File: src/rtl/ext_interrupt_requester.sv
// ============================================================================
// Module   : ext_interrupt_requester
// Purpose  : Captures rising edges on device interrupt lines into pending
//            bits and presents the lowest pending line to the core.
// Revision : 1.0
// ============================================================================
`default_nettype none

module ext_interrupt_requester #(
    parameter int P_LINES = 32
) (
    input  logic               iCLOCK,
    input  logic               inRESET,
    input  logic [P_LINES-1:0] iIRQ_LINE,
    input  logic               iCONF_VALID,
    input  logic [5:0]         iCONF_ENTRY,
    input  logic               iCONF_ENABLE,
    input  logic               iFLUSH,
    output logic               oEXT_ACTIVE,
    output logic [5:0]         oEXT_NUM,
    input  logic               iEXT_ACK,
    output logic [P_LINES-1:0] oPENDING
);

    localparam logic [1:0] S_IDLE = 2'd0;
    localparam logic [1:0] S_REQ  = 2'd1;

    logic [1:0]         state_q,   state_d;
    logic               active_q,  active_d;
    logic [5:0]         num_q,     num_d;
    logic [P_LINES-1:0] pending_q, pending_d;
    logic [P_LINES-1:0] enable_q,  enable_d;
    logic [P_LINES-1:0] prev_q,    prev_d;

    logic [P_LINES-1:0] w_rise;
    logic [5:0]         w_lowest;
    logic               w_in_req;

    assign w_rise   = iIRQ_LINE & ~prev_q & enable_q;
    assign w_in_req = (state_q == S_REQ);

    always_comb begin
        w_lowest = 6'd0;
        for (int i = P_LINES - 1; i >= 0; i--) begin
            if (pending_q[i]) begin
                w_lowest = 6'(i);
            end
        end
    end

    always_comb begin
        prev_d   = iIRQ_LINE;
        enable_d = enable_q;
        if (iCONF_VALID) begin
            for (int i = 0; i < P_LINES; i++) begin
                if (iCONF_ENTRY == 6'(i)) begin
                    enable_d[i] = iCONF_ENABLE;
                end
            end
        end
    end

    // Acknowledge clears first so a same-cycle new edge on that line survives.
    always_comb begin
        pending_d = pending_q;
        for (int i = 0; i < P_LINES; i++) begin
            if (w_in_req && iEXT_ACK && (num_q == 6'(i))) begin
                pending_d[i] = 1'b0;
            end
            if (iFLUSH && !(w_in_req && (num_q == 6'(i)))) begin
                pending_d[i] = 1'b0;
            end
        end
        if (!iFLUSH) begin
            pending_d = pending_d | w_rise;
        end
    end

    always_comb begin
        state_d  = state_q;
        active_d = active_q;
        num_d    = num_q;
        case (state_q)
            S_IDLE: begin
                active_d = 1'b0;
                if (|pending_q) begin
                    num_d    = w_lowest;
                    active_d = 1'b1;
                    state_d  = S_REQ;
                end
            end
            S_REQ: begin
                active_d = 1'b1;
                if (iEXT_ACK) begin
                    active_d = 1'b0;
                    state_d  = S_IDLE;
                end
            end
            default: begin
                active_d = 1'b0;
                state_d  = S_IDLE;
            end
        endcase
    end

    always_ff @(posedge iCLOCK or negedge inRESET) begin
        if (!inRESET) begin
            state_q   <= S_IDLE;
            active_q  <= 1'b0;
            num_q     <= 6'd0;
            pending_q <= '0;
            enable_q  <= '0;
            prev_q    <= '0;
        end else begin
            state_q   <= state_d;
            active_q  <= active_d;
            num_q     <= num_d;
            pending_q <= pending_d;
            enable_q  <= enable_d;
            prev_q    <= prev_d;
        end
    end

    assign oEXT_ACTIVE = active_q;
    assign oEXT_NUM    = num_q;
    assign oPENDING    = pending_q;

endmodule

`default_nettype wire

File: config.mk
export PLATFORM = sky130hd
export DESIGN_NAME = ext_interrupt_requester
export DESIGN_NICKNAME = d
export VERILOG_FILES = /design/src/rtl/ext_interrupt_requester.sv
export SDC_FILE = /design/constraint.sdc
export NUM_CORES = 1
export LEC_CHECK = 0
export ABC_CLOCK_PERIOD_IN_PS = 4500
export BUFFER_PORTS_ARGS = -buffer_cell sky130_fd_sc_hd__buf_2
export CAP_MARGIN = 10
export CORE_ASPECT_RATIO = 1.2
export CORE_MARGIN = 2
export CORE_UTILIZATION = 62
export CTS_BUF_LIST = sky130_fd_sc_hd__clkbuf_4 sky130_fd_sc_hd__clkbuf_8
export DETAILED_ROUTE_END_ITERATION = 8
export GPL_TIMING_DRIVEN = 0
export PLACE_DENSITY = 0.89
export RECOVER_POWER = 100
export SLEW_MARGIN = 20
export SYNTH_ARGS = -nofsm -noshare
export SYNTH_HDL_FRONTEND = slang
export SYNTH_SLANG_ARGS = --single-unit
export TNS_END_PERCENT = 10
File: constraint.sdc
create_clock -name iCLOCK -period 4.5 [get_ports iCLOCK]
set_input_delay 0.675 -clock iCLOCK [delete_from_list [all_inputs] [get_ports iCLOCK]]
set_output_delay 0.675 -clock iCLOCK [all_outputs]
set_load 0.01 [all_outputs]
## Word-level counts from Yosys, hierarchy flattened

Index checks and enable logic that the tools add are counted.

- Equality and inequality tests: 65
- Muxes and demuxes: 103
- Bitwise logic cells: 4
- Reductions and logical operators: 167

Operators by type and width:

| cell | count |
|---|---|
| 6-bit by 5-bit == test with 1-bit output (second input constant) | 32 |
| 6-bit two-way mux | 30 |
| 1-bit logical AND | 97 |
| 6-bit by 4-bit == test with 1-bit output (second input constant) | 16 |
| 2-bit AND reduction | 34 |
| 1-bit two-way mux | 66 |
| 32-bit AND | 2 |
| 6-bit by 3-bit == test with 1-bit output (second input constant) | 8 |
| 1-bit logical NOT | 32 |
| 32-bit two-way mux | 1 |
| 32-bit inverter | 1 |
| 32-bit bitwise OR | 1 |
| 32-bit OR reduction | 1 |
| 6-bit by 2-bit == test with 1-bit output (second input constant) | 4 |
| 6-bit by 1-bit == test with 1-bit output (second input constant) | 2 |
| 6-bit logical NOT | 2 |
| 5-bit two-way mux | 2 |
| 2-bit two-way mux | 2 |
| 2-bit != test (second input constant) | 2 |
| 2-bit one-hot mux with 2 select lines | 1 |
| 2-bit by 1-bit == test with 1-bit output (second input constant) | 1 |
| 2-bit logical NOT | 1 |
| 1-bit one-hot mux with 2 select lines | 1 |

- Bits in registers: 105
- Output and inout port bits: 39

## Depth between registers and ports, before layout

- Word-level depth: 32
- Mapped depth: 7

## Least setup slack after synthesis

OpenSTA, ideal clock, no wires.

- Path kind: input to register
- From: input port iCONF_ENTRY[4]
- To: register enable_q[7]
- Setup time: 125 ps
- Arrival: 1911 ps
- Path slack: 2464 ps
- Cell stages on the path: 4
- Cell sequence: or3b_2 > nor3b_1 > nand3_1 > mux2_2

- Word-level cells in the longest chain between the ends: 2

Ends and longest elaborated chain:

| what | RTL line | RTL |
|---|---|---|
| start, declared | 16 | `input logic [5:0] iCONF_ENTRY,` |
| 6-bit by 3-bit == test with 1-bit output | 56 | `if (iCONF_ENTRY == 6'(i)) begin` |
| 2-bit AND reduction (no source line) | - |  |
| end signal, assigned | 119 | `enable_q <= enable_d;` |
| end, declared | 32 | `logic [P_LINES-1:0] enable_q, enable_d;` |

Every way passes these cells.
A chain may end at the register's enable or synchronous reset.

## Worst setup path after layout

- From: register state_q[0]
- To: register pending_q[14], in the netlist oPENDING[14]

- Word-level cells in the longest chain between the ends: 7
- Elaborated cells between the ends (all ways): 10

Ends and longest elaborated chain:

| what | RTL line | RTL |
|---|---|---|
| start, declared | 28 | `logic [1:0] state_q, state_d;` |
| start signal, assigned | 115 | `state_q <= state_d;` |
| 2-bit by 1-bit == test with 1-bit output (*) | 40 | `assign w_in_req = (state_q == S_REQ);` |
| 1-bit logical AND (on tied branches) | 67, 70 |  |
| 1-bit logical AND or 1-bit logical NOT (tied branches) | 67, 70 |  |
| 1-bit two-way mux or 1-bit logical AND (tied branches) | 67, 70 |  |
| 1-bit two-way mux (*) | 70 | `if (iFLUSH && !(w_in_req && (num_q == 6'(i)))) begin` |
| 32-bit bitwise OR | 75 | `pending_d = pending_d \| w_rise;` |
| 32-bit two-way mux (*) | 74 | `if (!iFLUSH) begin` |
| net pending_d[14] | 31 | `logic [P_LINES-1:0] pending_q, pending_d;` |
| end signal, assigned | 118 | `pending_q <= pending_d;` |
| end, declared | 31 |  |

The timed path passes the listed nets; every way through them passes the cells marked *.

==> metrics.md <==
| Metric | Value |
|---|---|
| Num ports | `83` |
| Design Area, Final | `approximately 5300 µm²` |
| Slowest cell delay on critical path | `~0.8 ns` |
| Post-synth top area share | `between 50% and 60%` |
| Synth area leaders | `dfrtp_1, mux2_2, nor2_1` |
| Final HPWL DP | `between 9000 and 10000 µm` |
| Mean Syn Cell Area | `approximately 11 µm²` |
| Seq/Total Area, Yosys | `between 50% and 60%` |
| Diodes inserted | `0` |
| Crit path capture type | `register` |
| Slew Limit Fails | `0` |
| RSZ-0062 raised after global routing | `false` |
| CP arrival | `roughly 2.6 ns` |
| H-tree levels | `3` |
| Pre-CTS WS | `~2.2 ns` |
| Clk sinks | `roughly 100` |
| Logic pwr share | `between 20% and 30%` |
| Max_slew headroom | `14.9%` |
| Share of layout cells above drive strength 1 | `between 10% and 20%` |
| Min-Delay Path Class | `primary input to register` |
| Final ANT Viol Nets | `0` |
| Leak | `between 2 and 2.5 nW` |
| Sw Share | `around 36%` |
| Die area | `8280 µm²` |
| CP startpoint | `state_q[0]$_DFFE_PN0P_` |
| Worst setup SP type | `register` |
| First-pass GRT wire length | `around 21000 µm` |
| Max VDD drop | `around 0.24 mV` |
| Clk slew on worst S/H paths | `approximately 0.11 ns` |
| Final setup margin | `around 2.1 ns` |
| Hold Vio Cnt, Final | `0` |
| Fmax | `0.422 GHz` |
| Share of power burned in the clock network | `around a quarter` |
| Gate Count Post-Synth | `roughly 440` |
| Worst Path Class, Setup | `register to register` |
| Post-synthesis register bit count | `about 100` |
| Gr usage total | `between 30% and 40%` |
| Register share of total power | `around half` |
| Slew @ Worst Pin | `around 1.3 ns` |
| Hold Crit Start | `iIRQ_LINE[3]` |
| Vias per std cell | `approximately 6.5` |
| R2R Setup Slk | `about 2.1 ns` |
| Row count | `34` |
| Area growth, synth to finish | `13.7%` |
| Initial antenna violation count | `0` |
| Clk_skew | `roughly 0.013 ns` |
| Wire length per cell | `about 21 µm` |
| Die Y-Extent | `between 90 and 100 µm` |
| Clk buf depth | `2` |
| Final wirelength | `13200 µm` |
| Status | `complete, no violations` |
| Internal | `about 1.4 mW` |
| PwrDens | `425 nW/µm²` |
| Die W | `83.4 µm` |
| Reg2Reg Depth | `6` |
| DR iter-0 viols | `around 440` |
| Latest clock arrival within the worst-skew pair | `around 0.38 ns` |
| Final Setup Violations | `0` |
| R2r startpoint | `state_q[0]$_DFFE_PN0P_` |
| Max FO, Critical Path | `9` |
| Slowest stage cell, crit path | `nor4_1` |
| Resize count post-CTS | `0` |
| Synth area leader | `dfrtp_1` |
| Largest net degree at the start of global routing | `a little over 80` |
| Routed via count | `around 4000` |
| Mapped Nets | `a little under 500` |
| Number of synthesis warnings | `0` |
| Area of the multi-input gates | `roughly 2000 µm²` |
| Root buf cell | `clkbuf_8` |
| DRT Pass-1 Iters | `5` |
| Fin nets | `between 500 and 600` |
| Worst Hold Depth | `1` |
| I/O Buffers | `79` |
| Period utilization | `between 50% and 60%` |
| CTS Buf Count | `9` |
| Aggregate global routing overflow | `0` |
| Residual DRC | `0` |
| CP Data Required Time | `4.77 ns` |
| Post-CTS Setup Bufs | `0` |
| Sequential Area | `~2600 µm²` |
| Sum Neg Setup Slack | `0 ns` |
| Area of the core | `approximately 7300 µm²` |
| Post-synth design cell area | `around 4700 µm²` |
| Vias in the first global route | `~4200` |
| Fill count | `~520` |
| Cts hold-fix bufs | `0` |
| GP Congestion | `between 1 and 1.5` |
| Switching pwr | `between 0.8 and 0.9 mW` |
| Max-cap violations | `0` |
| Synth unique cells | `between 40 and 50` |
| CTS tree | `built` |
| Final min period | `between 2 and 2.5 ns` |
| DP Area | `between 5000 and 6000 µm²` |
| Starting density of the core | `between 60% and 70%` |
| CP Cell Sequence | `clkbuf_1 > inv_1 > nor4_1 > nand2_1 > mux2i_1 > a32o_1` |
[worst paths after layout]
check                                               end
worst max-delay path             oPENDING[14]$_DFF_PN0_
worst min-delay path                prev_q[3]$_DFF_PN0_
max in group asynchronous        oPENDING[18]$_DFF_PN0_
worst max register to register   oPENDING[14]$_DFF_PN0_
min in group asynchronous       enable_q[6]$_DFFE_PN0P_
worst min register to register   oPENDING[21]$_DFF_PN0_
[power by group through the flow]
stage	Sequential, mW	Combinational (mW)	Clock, mW
after CTS	1.13	0.568	0.573
after floorplan	1.13	0.346	0
after detailed placement	1.14	0.560	0
final	1.13	0.562	0.573
after global placement	1.13	0.544	0
after global routing	1.14	0.612	0.611
[cells in the mapped netlist, drive strengths merged]
master,instances
a211oi,2
o211ai,1
o311ai,2
or2,1
conb,1
o21ai,13
nand4,1
nand3b,2
dfrtp,103
a21oi,9
a31oi,3
o31ai,10
or4,2
a32o,21
nand2b,4
nor2b,7
or3b,1
clkbuf,12
nor4,4
nor3b,3
nand2,51
nor4b,2
o32ai,4
and2,1
o221a,1
inv,10
o21bai,2
mux2,36
nand3,17
a2111oi,1
nor2,74
mux2i,22
or3,2
o31a,1
buf,6
nor3,9
and3b,1
[area by class of cell]
cell class                      count  share of cell area [%]
Buffer                             18                    1.34
Clock buffer                       10                    2.46
Clock inverter                      6                    1.17
Inverter                           10                   0.704
Multi-Input combinational cell    311                    37.4
Sequential cell                   103                    48.3
Tap cell                           90                    2.11
Timing Repair Buffer               80                    6.43
[cell families after synthesis]
logic type / count (synthesis) / share of synthesized area (%)
and+or+nand+nor: 182 / 17.9
DFF: 103 / 54.9
AOI/OAI and AO/OA: 70 / 11.4
muxes: 58 / 13.3
buffers and inverters: 28 / 2.35
other: 1 / 0.0799
[state kept, by name (all words and copies together), names as in the netlist]
signal / cells
enable_q: 32
oEXT_ACTIVE: 1
oEXT_NUM: 5
prev_q: 32
state_q: 1
oPENDING: 32
[metrics by stage]
step	total power, mW	utilization [%]	std cells	hold WS [ns]
floorplan	1.47	-	442	0.379
global placement	1.68	71.5	611	0.411
detailed placement	1.70	71.9	612	0.414
CTS	2.27	74.6	628	0.130
global route	2.36	73.3	628	0.399
finish	2.27	73.3	628	0.415
[critical path, delay by kind of cell, from the launching register on]
family,cells,cell delay (ns)
compound gates,1,0.24
mux,1,0.20
simple gates,2,0.99
flops,1,0.34
buf+inv,2,0.50
[layer usage]
layer / share of wire (%) / GRT usage, %
met1: 37 / 40.0
met2: 51 / 56.1
met3: 8.5 / 6.89
met4: 4.0 / 17.5
met5: 0 / 0
[cells in the final DEF, fill, tap and decap left out, types with 2 or more instances in the layout]
cell | Yosys | layout
clkbuf_1 | 12 | 77
or3_1 | 2 | 2
o32ai_1 | 4 | 4
mux2_1 | 1 | 3
nor3b_1 | 2 | 3
o31ai_1 | 10 | 10
nor2_1 | 73 | 74
o311ai_0 | 2 | 2
nand2_1 | 51 | 51
a211oi_1 | 2 | 2
dfrtp_1 | 103 | 103
mux2_2 | 35 | 33
clkbuf_8 | 0 | 9
mux2i_1 | 22 | 22
a31oi_1 | 3 | 3
o21bai_1 | 2 | 2
nand3b_1 | 2 | 2
inv_6 | 0 | 3
inv_1 | 10 | 10
buf_1 | 4 | 4
nor2b_1 | 7 | 7
buf_2 | 1 | 15
nor4_1 | 4 | 4
nand2b_1 | 4 | 4
nor3_1 | 9 | 9
a32o_1 | 21 | 21
a21oi_1 | 8 | 8
o21ai_0 | 13 | 13
nand3_1 | 17 | 17
(Power assumes the default switching activity.)
